`config.mk`:
```
export PLATFORM = sky130hd
export DESIGN_NAME = pipelined_addsub
export DESIGN_NICKNAME = d
export VERILOG_FILES = /design/src/rtl/pipelined_addsub.sv
export SDC_FILE = /design/constraint.sdc
export NUM_CORES = 1
export LEC_CHECK = 0
export CAP_MARGIN = 20
export CORE_ASPECT_RATIO = 0.75
export CORE_MARGIN = 8
export CORE_UTILIZATION = 50
export DETAILED_ROUTE_END_ITERATION = 8
export GPL_ROUTABILITY_DRIVEN = 0
export PLACE_DENSITY = 0.85
export SYNTH_ARGS = -nofsm -noshare
export SYNTH_HDL_FRONTEND = slang
export SYNTH_SLANG_ARGS = --single-unit
```
`constraint.sdc`:
```
create_clock -name clk -period 2.2 [get_ports clk]
set_clock_uncertainty 0.15 [all_clocks]
set_input_delay 0.55 -clock clk [delete_from_list [all_inputs] [get_ports clk]]
set_output_delay 0.55 -clock clk [all_outputs]
set_load 0.01 [all_outputs]
```
`src/rtl/pipelined_addsub.sv`:
```
// Pipelined ripple-carry adder/subtractor: one STAGE_W-bit slice resolved per stage,
// carry registered between stages, valid/ready handshake with a global stall.
module pipelined_addsub #(
    parameter int WIDTH   = 32,
    parameter int STAGE_W = 8
) (
    input  logic             clk,
    input  logic             rst_n,
    input  logic             in_valid,
    output logic             in_ready,
    input  logic [WIDTH-1:0] a,
    input  logic [WIDTH-1:0] b,
    input  logic             cin,
    input  logic             sub,
    output logic             out_valid,
    input  logic             out_ready,
    output logic [WIDTH-1:0] sum,
    output logic             co,
    output logic             ovf
);

    localparam int STAGES = WIDTH / STAGE_W;

    logic advance_s;
    logic ovf_r;

    assign advance_s = !out_valid || out_ready;
    assign in_ready  = advance_s;

    for (genvar k = 0; k < STAGES; k++) begin : g_stage
        localparam int IN_W = WIDTH - k * STAGE_W;
        localparam int LO_W = (k + 1) * STAGE_W;

        logic              v_in_s;
        logic              c_in_s;
        logic [IN_W-1:0]   a_in_s;
        logic [IN_W-1:0]   b_in_s;
        logic [LO_W-1:0]   sum_nx_s;
        logic [STAGE_W:0]  slice_s;
        logic              v_r;
        logic              c_r;
        logic [LO_W-1:0]   sum_r;

        // Operands still to be resolved shrink by one slice per stage; resolved bits grow.
        if (k == 0) begin : g_src
            assign v_in_s   = in_valid;
            assign c_in_s   = cin;
            assign a_in_s   = a;
            assign b_in_s   = b ^ {WIDTH{sub}};
            assign sum_nx_s = slice_s[STAGE_W-1:0];
        end else begin : g_src
            assign v_in_s   = g_stage[k-1].v_r;
            assign c_in_s   = g_stage[k-1].c_r;
            assign a_in_s   = g_stage[k-1].g_fwd.a_r;
            assign b_in_s   = g_stage[k-1].g_fwd.b_r;
            assign sum_nx_s = {slice_s[STAGE_W-1:0], g_stage[k-1].sum_r};
        end

        assign slice_s = {1'b0, a_in_s[STAGE_W-1:0]}
                       + {1'b0, b_in_s[STAGE_W-1:0]}
                       + {{STAGE_W{1'b0}}, c_in_s};

        // Stage register: shifts on advance; data only loads for valid slots so outputs hold on bubbles
        always_ff @(posedge clk or negedge rst_n) begin
            if (!rst_n) begin
                v_r   <= 1'b0;
                c_r   <= 1'b0;
                sum_r <= {LO_W{1'b0}};
            end else if (advance_s) begin
                v_r <= v_in_s;
                if (v_in_s) begin
                    c_r   <= slice_s[STAGE_W];
                    sum_r <= sum_nx_s;
                end
            end
        end

        if (k < STAGES - 1) begin : g_fwd
            logic [IN_W-STAGE_W-1:0] a_r;
            logic [IN_W-STAGE_W-1:0] b_r;

            // Unresolved upper operand slices travel with their transaction
            always_ff @(posedge clk or negedge rst_n) begin
                if (!rst_n) begin
                    a_r <= {(IN_W-STAGE_W){1'b0}};
                    b_r <= {(IN_W-STAGE_W){1'b0}};
                end else if (advance_s && v_in_s) begin
                    a_r <= a_in_s[IN_W-1:STAGE_W];
                    b_r <= b_in_s[IN_W-1:STAGE_W];
                end
            end
        end
    end

    // Signed overflow is decided where the operand sign bits and result sign bit meet
    always_ff @(posedge clk or negedge rst_n) begin
        if (!rst_n) begin
            ovf_r <= 1'b0;
        end else if (advance_s && g_stage[STAGES-1].v_in_s) begin
            ovf_r <= (g_stage[STAGES-1].a_in_s[STAGE_W-1] == g_stage[STAGES-1].b_in_s[STAGE_W-1])
                  && (g_stage[STAGES-1].slice_s[STAGE_W-1] != g_stage[STAGES-1].a_in_s[STAGE_W-1]);
        end
    end

    assign out_valid = g_stage[STAGES-1].v_r;
    assign sum       = g_stage[STAGES-1].sum_r;
    assign co        = g_stage[STAGES-1].c_r;
    assign ovf       = ovf_r;

endmodule

```
[Word-level counts from Yosys, hierarchy flattened]
Index checks and enable logic that the tools add are counted.
Storage, ports and cells
  register bits after elaboration: 185
  bits of input ports: 70
  output and inout bits: 36
  logic and storage cells: 41
Operators by class
  $add $sub $neg: 8
  equality and inequality tests: 2
  bitwise logic cells: 1
  reductions and logical operators: 11
Operators by type and width (count)
  $add 8x8->9: 4
  $add 9x1->9: 4
  $xor 32x32->32: 1
  $reduce_and 2->1: 4
  $logic_and 1x1->1: 5
  $eq 1x1->1: 1
  $logic_not 1->1: 1
  $logic_or 1x1->1: 1
  $ne 1x1->1: 1

[Depth between registers and ports, before layout]
  depth in word-level cells: 4
  depth in mapped cells: 10
  mapped depth without buffers: 8

[Worst setup path after synthesis]
OpenSTA, ideal clock, no wires.
  kind: input-to-reg
  from: input port sub
  to: register g_stage[0].c_r
  setup time: 0.082 ns
  arrival: 2.457 ns
  required time: 1.968 ns
  slack: -0.489 ns
  stages on the path: 10
  buffers on the path: 2
  cells stage by stage: buf_2 buf_2 xnor2_1 fa_1 fa_1 nor2b_1 o31ai_2 a21oi_1 o21ai_0 a31oi_1
On the way
  longest elaborated chain between the ends: 3
Ends and longest elaborated chain
  start: declaration: RTL line 14  | input logic sub,
  $xor 32x32->32: RTL line 49  | assign b_in_s = b ^ {WIDTH{sub}};
  $add 8x8->9: RTL line 60  | + {1'b0, b_in_s[STAGE_W-1:0]}
  $add 9x1->9: RTL line 61  | + {{STAGE_W{1'b0}}, c_in_s};
  end signal: assignment: RTL line 72  | c_r <= slice_s[STAGE_W];
  end: declaration: RTL line 41  | logic c_r;
Every way passes these cells.
A chain may end at the register's enable or synchronous reset.

[Worst setup path after layout]
  from: register g_stage[0].g_fwd.b_r[0]
  to: register g_stage[1].sum_r[14]
On the way
  longest elaborated chain between the ends: 2
Ends and longest elaborated chain
  start: declaration: RTL line 80  | logic [IN_W-STAGE_W-1:0] b_r;
  start signal: assignment: RTL line 86  | b_r <= {(IN_W-STAGE_W){1'b0}};
  start signal: assignment: RTL line 89  | b_r <= b_in_s[IN_W-1:STAGE_W];
  $add 8x8->9: RTL line 60
  $add 9x1->9: RTL line 61
  end signal: assignment: RTL line 68  | sum_r <= {LO_W{1'b0}};
  end signal: assignment: RTL line 73  | sum_r <= sum_nx_s;
  end: declaration: RTL line 42  | logic [LO_W-1:0] sum_r;
Every way passes these cells.

==> key figures <==
Run status
  • Status: finished, violations left
  • Failing checks: negative setup slack

Critical path
  • Top Family by Delay on Critical Path: adder cells
  • Crit Path Class: flip-flop to flip-flop
  • RR Endpoint: g_stage[1].sum_r[14]
  • Worst r2r path cells: 7
  • R2R Path Start: g_stage[0].g_fwd.b_r[0]
  • Crit end category: flip-flop
  • CP max stage delay: 430 ps
  • Buffer and inverter count on the worst path: 0
  • CP Launch Type: flip-flop
  • Crit path required time: 2360 ps
  • CP Cell Sequence: fa_2 -> fa_2 -> a21oi_2 -> o211ai_1 -> a21oi_2 -> xor2_1 -> o21ai_1
  • Reg-to-reg slack, setup: -20 ps
  • Slowest-stage cell, CP: fa_2
  • Worst-path maximum fanout: 2
  • Critical Path AT: 2380 ps

Floorplan
  • Row count: 41
  • Core box area: 16600 µm²
  • Die Area: 21200 µm²
  • Die X-Extent: 166 µm
  • Initial core utilization: 50.5%
  • Die H: 128 µm
  • Number of top-level pins: 106

Synthesis
  • Synth Flop Type: dfrtp_1
  • Top cells by area, synth: dfrtp_1 (55%), mux2_2 (13%), nand2_1 (5.8%), ha_1 (4.2%), o21ai_0 (3.3%)
  • Post-Syn Area: 8390 µm²
  • Post-synthesis sequential area ratio: 55.2%
  • Ys async rst share: 100%
  • Syn Area/Cell: 11.9 µm²
  • Post-Syn Nets: 812
  • Post-synth EDFFs: 0
  • Syn. warnings: 0
  • Synth unique cells: 36
  • Most frequent cells after synthesis: dfrtp_1 (185), nand2_1 (130), mux2_2 (97), o21ai_0 (55)
  • Synth area leader: dfrtp_1
  • Gate Count Post-Synth: 706
  • Synth Register Bits: 185
  • Share of Yosys cell area claimed by the top area cell type: 55.2%
  • Top-count cell post-synth: dfrtp_1

Job
  • Max-Cap Viols: 0

Final layout
  • Layout Nets: 955
  • Design area: 10800 µm²
  • Fillers: 1245
  • Fraction of layout cells with a size suffix above 1: 26.6%
  • Area Overhead vs Synth: 28.2%
  • Finished Layout Cells: 1077
  • Diodes inserted: 0

Detailed routing
  • Final ANT Viol Nets: 0
  • Vias: 5535
  • DRC: 0
  • Post-DR wirelength/cell: 16.5 µm
  • DR vias/cell: 5.14
  • 1st-pass router iterations: 4
  • Final wirelength: 17.7 mm
  • Detailed Route Iter0 Violations: 312

Timing
  • Crit share post-route: 101%
  • Worst slew margin: 67.7%
  • Slew Limit Fails: 0
  • Setup slack after layout: -20.1 ps
  • RSZ-0062 raised after global routing: true
  • Measured slew at the worst slew-check pin: 485 ps
  • Hold Vio Cnt, Final: 0
  • Minimum clock period: 2220 ps
  • Final setup viols: 2
  • Highest clock rate: 450 MHz

Power and ir drop
  • Leakage power: 4.92 nW
  • Worst vdd ir: 583 µV
  • Pwr/cell area: 1420 nW/µm²

Global routing
  • GRT overflow: 0
  • Largest net degree at the start of global routing: 44
  • First-pass GRT wire length: 29.7 mm
  • Tot GR Track Use: 17.8%
  • Vias in the first global route: 5927
  • Initial antenna violation count: 0

Clocking
  • Root buf cell: clkbuf_16
  • TritonCTS clock tree: yes
  • CTS H-tree depth: 4
  • Reg clk slew, reported paths: 70 ps
  • Num CTS Buffers: 17
  • Clock Sinks: 185
  • Clock latency on the worst-skew pair: 430 ps
  • Bufs on Longest Clock Path: 2

Placed design
  • Placed insts: 1040
  • Port bufs: 105
  • Post-DP HPWL: 12.8 mm
  • DP Area: 10000 µm²

Worst hold path
  • Hold Crit Endpoint: g_stage[0].g_fwd.a_r[21]
  • Hold path start: g_stage[0].g_fwd.a_r[21]
  • Hold crit path type: flip-flop to flip-flop
  • Min-Delay Path Depth: 2
cell type report:
type                            count  area, µm²  share of cell area, %
Clock inverter                     12        115                   1.07
Multi-Input combinational cell    473       3650                   33.9
Inverter                           16       60.1                  0.558
Tap cell                          215        269                   2.50
Timing Repair Buffer              156       1570                   14.6
Clock buffer                       20        457                   4.25
Sequential cell                   185       4630                   43.0
routing by layer:
| metal | part of all wire [%] | track usage [%] | up-vias |
|---|---|---|---|
| li1 | - | - | 2685 |
| met1 | 45 | 22.7 | 2741 |
| met2 | 49 | 29.3 | 88 |
| met3 | 4.7 | 4.27 | 21 |
| met4 | 1.3 | 5.87 | 0 |
| met5 | 0 | 0 | - |
through the flow:
stage / hold slack (ps) / worst slack [ps] / power, mW / TNS (ps) / utilization [%]
2_1_floorplan: 104 / -284 / 9.75 / -937 / -
3_3_place_gp: 304 / -645 / 11.7 / -7450 / 60.3
3_5_place_dp: 310 / -684 / 12.1 / -11760 / 60.3
4_1_cts: 327 / -3.39 / 15.2 / -3.39 / 64.1
5_1_grt: 342 / -171 / 16.4 / -681 / 64.7
6_report: 323 / -20.1 / 15.3 / -24.3 / 64.7
sequential cells by signal, indices dropped and copies added, names as in the netlist:
name	count
out_valid	1
co	1
g_stage.c_r	3
g_stage.v_r	3
g_stage.sum_r	48
g_stage.g_fwd.b_r	48
sum	32
ovf	1
g_stage.g_fwd.a_r	48
where the power goes:
group | switching, mW | internal, mW | total [mW]
clock | 1.31 | 1.63 | 2.94
combinational | 2.98 | 3.61 | 6.59
sequential | 0.867 | 4.91 | 5.78
total | 5.16 | 10.2 | 15.3
placed cells by master (no fill, tap or decap), drive strengths merged, types with 2 or more instances in the layout:
cell,instances
a211oi,5
nand2b,10
inv,19
o211ai,4
mux2,102
dlygate4sd2,2
clkdlybuf4s50,97
clkinv,8
nor2,12
nor3,11
ha,28
nand2,134
dfrtp,185
fa,8
dlymetal6s2s,3
a21o,3
o21a,3
o21bai,3
buf,52
a21oi,21
o21ai,58
xnor2,28
and2,2
xor2,24
o31ai,9
a31oi,4
clkbuf,21
worst register-to-register path, cell delays in order (launching register included):
cell	delay, ps
dfrtp_1	410
fa_2	430
fa_2	390
a21oi_2	180
o211ai_1	120
a21oi_2	180
xor2_1	170
o21ai_1	70
cells by family (layout without fill, tap and decap cells):
family | after synthesis | in the layout | share of synthesized area (%)
flip-flops | 185 | 185 | 55.2
AND/OR/NAND/NOR | 172 | 172 | 8.44
AO/OA/AOI/OAI | 111 | 111 | 7.82
multiplexers | 102 | 102 | 13.9
XOR/XNOR | 52 | 52 | 5.43
buffers and inverters | 48 | 204 | 3.12
adder cells (fa/ha/maj) | 36 | 36 | 6.09
what timing repair did:
action	CTS	global route
pin swaps	9	27
hold buffers	1	0
gates cloned	0	0
hold endpoints to repair	37	0
buffers inserted	0	4
setup endpoints to repair	20	17
gates resized for setup	20	27
worst max-delay path by stage:
stage                                       start                   end  slack, ps  cells past startpoint
after floorplan                               sub        g_stage[0].c_r       -280                     10
after global placement                       b[0]        g_stage[0].c_r       -640                      9
after detailed placement                     b[0]        g_stage[0].c_r       -680                      9
after CTS                          g_stage[2].c_r               sum[30]         -3                      7
after global routing      g_stage[0].g_fwd.b_r[0]  g_stage[1].sum_r[14]       -170                      7
final                     g_stage[0].g_fwd.b_r[0]  g_stage[1].sum_r[14]        -20                      7
(Power assumes the default switching activity.)
